`config.mk`:
```
export PLATFORM = sky130hd
export DESIGN_NAME = mem_access_sequencer
export DESIGN_NICKNAME = d
export VERILOG_FILES = /design/src/rtl/mem_access_sequencer.sv
export SDC_FILE = /design/constraint.sdc
export NUM_CORES = 1
export LEC_CHECK = 0
export BUFFER_PORTS_ARGS = -buffer_cell sky130_fd_sc_hd__buf_2
export CAP_MARGIN = 0
export CORE_MARGIN = 4
export CORE_UTILIZATION = 45
export CTS_CLUSTER_SIZE = 16
export DETAILED_ROUTE_END_ITERATION = 8
export PLACE_DENSITY = 0.73
export SLEW_MARGIN = 20
export SYNTH_ARGS = -nofsm -noshare
export SYNTH_HDL_FRONTEND = slang
export SYNTH_SLANG_ARGS = --single-unit
```
`constraint.sdc`:
```
create_clock -name clk -period 2.1 [get_ports clk]
set_clock_uncertainty 0.1 [all_clocks]
set_input_delay 0.315 -clock clk [delete_from_list [all_inputs] [get_ports clk]]
set_output_delay 0.315 -clock clk [all_outputs]
set_load 0.01 [all_outputs]
```
`src/rtl/mem_access_sequencer.sv`:
```
// ============================================================================
// Module   : mem_access_sequencer
// Purpose  : Control FSM sequencing the LC-3 memory-access datapath
//            (MARMux, MAR, MDR, memory) for LD/ST, LDI/STI and the TRAP
//            vector-table fetch, with a memReady wait counter and timeout.
// Ports    : clk, rst            - clock, asynchronous active-high reset
//            start               - command request (sampled in IDLE only)
//            isStore/isTrap/indirect - command attributes, latched on accept
//            memReady            - memory ready handshake
//            selMAR, gateMARMux, gateMDR, ldMAR, ldMDR, selMDRMem,
//            memEn, memWE        - datapath controls
//            busy, done, error   - status (done/error are 1-cycle pulses)
// Config   : MEM_INDIRECT_EN - when defined, builds the IND state and the
//            LDI/STI sequences; otherwise indirect commands run as LD/ST.
// Revision : 1.0 - initial release
// ============================================================================
`default_nettype none

module mem_access_sequencer #(
   parameter int unsigned TIMEOUT = 16   // legal range 1..255
) (
   input  logic clk,
   input  logic rst,
   input  logic start,
   input  logic isStore,
   input  logic isTrap,
   input  logic indirect,
   input  logic memReady,
   output logic selMAR,
   output logic gateMARMux,
   output logic gateMDR,
   output logic ldMAR,
   output logic ldMDR,
   output logic selMDRMem,
   output logic memEn,
   output logic memWE,
   output logic busy,
   output logic done,
   output logic error
);

   localparam logic [2:0] c_IDLE  = 3'd0;
   localparam logic [2:0] c_ADDR  = 3'd1;
   localparam logic [2:0] c_READ  = 3'd2;
`ifdef MEM_INDIRECT_EN
   localparam logic [2:0] c_IND   = 3'd3;
   localparam logic       c_IND_EN = 1'b1;
`else
   localparam logic       c_IND_EN = 1'b0;
`endif
   localparam logic [2:0] c_WDATA = 3'd4;
   localparam logic [2:0] c_WRITE = 3'd5;
   localparam logic [2:0] c_DONE  = 3'd6;
   localparam logic [2:0] c_FAULT = 3'd7;

   // Counter value seen on the TIMEOUT-th cycle of a memory state.
   localparam logic [7:0] c_CNT_LAST = 8'(TIMEOUT - 1);

   logic [2:0] state_q, state_d;
   logic [7:0] cnt_q, cnt_d;
   logic       trap_q, trap_d;
   logic       store_q, store_d;
   logic       ind_q, ind_d;     // indirect first-pass flag

   always_ff @(posedge clk or posedge rst) begin
      if (rst) begin
         state_q <= c_IDLE;
         cnt_q   <= 8'd0;
         trap_q  <= 1'b0;
         store_q <= 1'b0;
         ind_q   <= 1'b0;
      end else begin
         state_q <= state_d;
         cnt_q   <= cnt_d;
         trap_q  <= trap_d;
         store_q <= store_d;
         ind_q   <= ind_d;
      end
   end

   // Next-state and counter logic
   always_comb begin
      state_d = state_q;
      cnt_d   = cnt_q;
      trap_d  = trap_q;
      store_d = store_q;
      ind_d   = ind_q;
      case (state_q)
         c_IDLE: begin
            if (start) begin
               // TRAP overrides store and indirect attributes.
               trap_d  = isTrap;
               store_d = isStore & ~isTrap;
               ind_d   = indirect & ~isTrap & c_IND_EN;
               state_d = c_ADDR;
            end
         end
         c_ADDR: begin
            cnt_d = 8'd0;
            if (store_q && !ind_q) state_d = c_WDATA;
            else                   state_d = c_READ;
         end
         c_READ: begin
            if (memReady) begin
`ifdef MEM_INDIRECT_EN
               state_d = ind_q ? c_IND : c_DONE;
`else
               state_d = c_DONE;
`endif
            end else if (cnt_q == c_CNT_LAST) begin
               state_d = c_FAULT;
            end else begin
               cnt_d = cnt_q + 8'd1;
            end
         end
`ifdef MEM_INDIRECT_EN
         c_IND: begin
            ind_d   = 1'b0;
            cnt_d   = 8'd0;
            state_d = store_q ? c_WDATA : c_READ;
         end
`endif
         c_WDATA: begin
            cnt_d   = 8'd0;
            state_d = c_WRITE;
         end
         c_WRITE: begin
            if (memReady) begin
               state_d = c_DONE;
            end else if (cnt_q == c_CNT_LAST) begin
               state_d = c_FAULT;
            end else begin
               cnt_d = cnt_q + 8'd1;
            end
         end
         c_DONE:  state_d = c_IDLE;
         c_FAULT: state_d = c_IDLE;
         default: state_d = c_IDLE;
      endcase
   end

   // Output decode from registered state plus memReady
   always_comb begin
      selMAR     = 1'b0;
      gateMARMux = 1'b0;
      gateMDR    = 1'b0;
      ldMAR      = 1'b0;
      ldMDR      = 1'b0;
      selMDRMem  = 1'b0;
      memEn      = 1'b0;
      memWE      = 1'b0;
      done       = 1'b0;
      error      = 1'b0;
      busy       = (state_q != c_IDLE);
      case (state_q)
         c_ADDR: begin
            gateMARMux = 1'b1;
            ldMAR      = 1'b1;
            selMAR     = trap_q;
         end
         c_READ: begin
            memEn     = 1'b1;
            ldMDR     = memReady;
            selMDRMem = memReady;
         end
`ifdef MEM_INDIRECT_EN
         c_IND: begin
            gateMDR = 1'b1;
            ldMAR   = 1'b1;
         end
`endif
         c_WDATA: ldMDR = 1'b1;
         c_WRITE: begin
            memEn = 1'b1;
            memWE = 1'b1;
         end
         c_DONE:  done  = 1'b1;
         c_FAULT: error = 1'b1;
         default: ;
      endcase
   end

endmodule

`default_nettype wire
```
Word-level counts from Yosys, hierarchy flattened
Index checks and enable logic that the tools add are counted.
{"block": "totals", "reg_bits": 13, "inputBits": 7, "out_inout_bits": 11, "wordCells": 42}
{"block": "op_classes", "n_addsub": 1, "eq_ne": 11, "n_mux": 16, "bitwise": 2, "n_reduce_logical": 8}
{"operator": "2-to-1 mux 8 bit", "n": 2}
{"operator": "one-hot mux 8 bit (2 select lines)", "n": 1}
{"operator": "== test 3 bit (second input constant)", "n": 4}
{"operator": "2-to-1 mux 3 bit", "n": 4}
{"operator": "one-hot mux 3 bit (4 select lines)", "n": 1}
{"operator": "adder 8 x 1 -> 8 bit (second input constant)", "n": 1}
{"operator": "== test 8 x 4 -> 1 bit (second input constant)", "n": 1}
{"operator": "2-to-1 mux 1 bit", "n": 7}
{"operator": "!= test 2 bit (second input constant)", "n": 3}
{"operator": "AND reduction 2 bit", "n": 2}
{"operator": "OR reduction 2 bit", "n": 2}
{"operator": "== test 3 x 1 -> 1 bit (second input constant)", "n": 1}
{"operator": "== test 3 x 2 -> 1 bit (second input constant)", "n": 1}
{"operator": "zero test 3 bit", "n": 1}
{"operator": "!= test 3 x 1 -> 1 bit (second input constant)", "n": 1}
{"operator": "AND reduction 3 bit", "n": 1}
{"operator": "nonzero test 3 bit", "n": 1}
{"operator": "one-hot mux 1 bit (2 select lines)", "n": 1}
{"operator": "nonzero test 2 bit", "n": 1}
{"operator": "bitwise AND 1 bit", "n": 1}
{"operator": "inverter 1 bit", "n": 1}

Logic depth before layout (Yosys ltp)
{"block": "logic_depth", "word_depth": 4, "ltp_mapped": 6}

Worst setup path after synthesis
OpenSTA, ideal clock, no wires.
{"block": "synth_path", "kind": "reg-to-reg", "startpoint": "register cnt_q[0]", "endpoint": "register cnt_q[6]", "setup_ns": 0.067, "arrival_ns": 1.705, "setup_slack_ns": 0.228, "path_stages_with_launch": 7, "n_path_buf": 0, "synth_period_minus_slack_ns": 1.872, "cell_sequence": "dfrtp_1 > ha_1 > nand3_1 > or3_1 > or4_1 > o31ai_1 > a311o_1"}
{"block": "synth_between", "elab_chain_len": 4, "word_cells_on_any_way": 7, "classes_between": "1 x add/sub; 2 x eq/ne; 3 x mux; 1 x reduce/logical"}
{"item": "start: declaration", "line": "60", "source": "logic [7:0] cnt_q, cnt_d;"}
{"item": "start signal: assignment", "line": "74", "source": "cnt_q <= cnt_d;"}
{"item": "adder 8 x 1 -> 8 bit", "line": "113, 133"}
{"item": "2-to-1 mux 8 bit", "line": "110, 130"}
{"item": "2-to-1 mux 8 bit", "line": "104", "source": "if (memReady) begin"}
{"item": "one-hot mux 8 bit (2 select lines)", "line": "88", "source": "case (state_q)"}
Parallel ways exist; a longest one is shown, timed or not. The select of a mux whose other input is x is not followed.
A chain may end at the register's enable or synchronous reset.

Worst setup path in the final report
{"block": "layout_path", "startpoint": "register cnt_q[0]", "endpoint": "register cnt_q[0]"}
The elaborated chain is that of the path after synthesis.

==> results.ini <==
[critical_path]
cp_data_arrival_time_ns = 2.05
crit_path_start_kind = flip-flop
r2r-start = cnt_q[0]$_DFFE_PP0P_
required_ns = 2.16
r2r_end = cnt_q[0]$_DFFE_PP0P_
critPathSlowestCell = dfrtp_1
ff2ff_setup_slack_ns = 0.11
critPathMaxFanout = 7
end_kind = flip-flop
path_class = flip-flop to flip-flop
crit_path_max_incr_delay_ns = 0.44
crit_chain = ha_1, buf_4, a41oi_2, o21bai_1, nand2_1, a221o_1
r2r_cells = 6

[finish]
design_area_mm2 = 0.00111
antenna_cells = 0
nFillCells = 180
finalNonFillerCells = 161
area_growth_pct = 16.6
final_nets = 143
drive_gt1_share_pct = 26.1

[logic_synthesis]
synth-edff-count = 0
syn_inst = 115
yosysMostFrequentCell = nand2_1
yosys_warnings = 0
ys_seq_area_share_pct = 34.3
synth.distinct_cells = 48
netlist.area_leader.share_pct = 34.3
synth_fp_nets = 123
synth_top_cell_by_area = dfrtp_1
synth_top_cells_by_count = nand2_1 (15), dfrtp_1 (13), o21ai_0 (9)
yosys-top-cells-area = dfrtp_1 (34%), nand2_1 (5.9%), o21ai_0 (4.7%), a21oi_1 (4.2%), nand3_1 (3.2%)
synth_flop_cell = dfrtp_1
synthArstFlopShare_pct = 100
ys_ff_latch = 13
postSynthAreaPerCell_um2 = 8.26
syn_area_um2 = 950

[clock_tree]
cts_tree = built
cts_max_level = 1
cts-root-buf = clkbuf_4
clock_latency_ns = 0.28
numCtsBuffers = 3
numClockSinks = 13
postCtsSetupRepairBufs = 0
max-clock-path-buffers = 2
clk_pin_slew_ns = 0.08

[power]
p_sw_w = 0.000572
design_power_total_w = 0.00119
pwr-share-seq_pct = 30.8
internal_power_w = 0.000618
sw_frac_of_total_pct = 48.1
max-vdd-ir-drop_mv = 0.755
combPwrFrac_pct = 55.8
powerDensity_mw_per_mm2 = 1080
power_leakage_nw = 0.503
clkPwrFrac_pct = 13.4

[global_route]
grt_pass1_wl_mm = 3.96
grt_max_degree = 17
overflow = 0
gr-usage-all-layers_pct = 18.9
grt_antenna_before_repair = 0
grt_pass1_vias = 861

[routing]
finalWirelength_mm = 2.33
first_pass_iters = 4
drtIter0Drc = 37
wl_met1_mm = 1.08
dr_wl_met2_mm = 1.10
route.met3.wl_um = 139
wire_per_inst_um = 14.5
top_layer = met4
ant_nets = 0
remaining_drc_errors = 0
vias = 957
viasPerCell = 5.94

[sta]
finalSetupViolations = 0
fin_tns_setup_ns = 0
rsz0062_at_grt = no
fin_crit_sh_pct = 94.8
drv_slew = 0
max_freq_mhz = 503
worstMarginPinSlew_ns = 0.515
hold_viol_final = 0
finalCriticalPeriod_ns = 1.99
whs_ns = 0.179
maxSlewHeadroom_pct = 65.6

[placement]
place_area_mm2 = 0.00107
io_buffers = 15
dp_hpwl_mm = 1.66
placedCellCount = 156
gp_congestion = 0.843

[floorplanning]
dieWidth_um = 53.9
coreArea_mm2 = 0.00198
die_area_mm2 = 0.00291
die_y_um = 53.9
initial_core_util_pct = 47.9
num_rows = 16
io_pins = 18

[outcome]
outcome = completed

[hold_path]
hold_end = trap_q$_DFFE_PP0P_
min_path_cells = 2
worstHoldStart = isTrap
hp-class = primary input to flip-flop

[flow_run]
max-cap-violations = 0

## state kept, by name, summed over array words and instances, names as in the netlist
| name | cells |
|---|---|
| cnt_q | 8 |
| state_q | 3 |
| store_q | 1 |
| trap_q | 1 |
## cells by family after synthesis
logic type | after synthesis | synth area share [%]
adder cells (fa/ha/maj) | 1 | 1.32
multiplexers | 2 | 2.24
flip-flops | 13 | 34.3
buffers and inverters | 14 | 7.51
AO/OA/AOI/OAI | 42 | 31.1
other | 1 | 0.395
AND/OR/NAND/NOR | 42 | 23.2
## routing by layer
| layer | GRT usage [%] | up-vias |
|---|---|---|
| met1 | 26.9 | 446 |
| met2 | 27.4 | 39 |
| met4 | 8.51 | 0 |
| met3 | 3.88 | 2 |
| li1 | - | 470 |
| met5 | 0 | - |
## worst max-delay path by stage
stage	endpoint	depth (start not counted)	startpoint	slack, ns
CTS	memEn	4	state_q[1]$_DFFE_PP0P_	0.03
floorplan	cnt_q[6]$_DFFE_PP0P_	6	cnt_q[0]$_DFFE_PP0P_	0.23
global placement	cnt_q[0]$_DFFE_PP0P_	6	cnt_q[0]$_DFFE_PP0P_	0.20
detailed placement	cnt_q[1]$_DFFE_PP0P_	6	cnt_q[0]$_DFFE_PP0P_	0.12
finish	cnt_q[0]$_DFFE_PP0P_	6	cnt_q[0]$_DFFE_PP0P_	0.11
global route	memEn	4	state_q[2]$_DFFE_PP0P_	0.01
## power by group through the flow
stage                     logic [W]  registers [W]  clock network (W)
after global placement     0.000647       0.000361                  0
after CTS                  0.000658       0.000360           0.000161
after floorplan            0.000491       0.000340                  0
final                      0.000664       0.000367           0.000160
after global routing       0.000736       0.000377           0.000175
after detailed placement   0.000652       0.000366                  0
## timing repair
| action | CTS | global route |
|---|---|---|
| hold buffers | 1 | 0 |
| hold endpoints to repair | 13 | 0 |
| endpoints found under the setup margin | 0 | 2 |
| resized for setup | 0 | 2 |
## stage by stage
stage	setup slack, ns	utilization, %
2_1_floorplan	0.228	-
3_3_place_gp	0.199	53.8
3_5_place_dp	0.123	53.8
4_1_cts	0.0287	55.6
5_1_grt	0.0111	55.9
6_report	0.110	55.9
## worst max-delay path, delay by kind of cell, from the launching register on
kind	cells	cell delay [ns]
and+or+nand+nor	1	0.09
adders and majority gates	1	0.24
buffers and inverters	1	0.16
DFF	1	0.44
AOI/OAI and AO/OA	3	0.85
## cells in the final DEF, fill, tap and decap left out, types with 2 or more instances in the layout
cell type	instances
buf_4	8
a21oi_1	8
o21ai_0	9
inv_1	4
o22ai_1	2
a31oi_1	3
nand3_1	6
buf_2	15
o211ai_1	2
a41oi_1	3
clkbuf_4	3
nand2_1	15
dfrtp_1	12
a221o_1	2
and3_1	3
nor2_1	5
## layout make-up
| class | count | area, um^2 | area share (%) |
|---|---|---|---|
| flip-flops and latches | 13 | 327 | 29.5 |
| well taps | 27 | 33.8 | 3.05 |
| multi-input cells | 88 | 553 | 49.9 |
| repair buffers | 24 | 145 | 13.1 |
| inverters | 5 | 22.5 | 2.03 |
| clock buffers | 4 | 26.3 | 2.37 |
No activity file was read; power rests on OpenSTA's default activity.
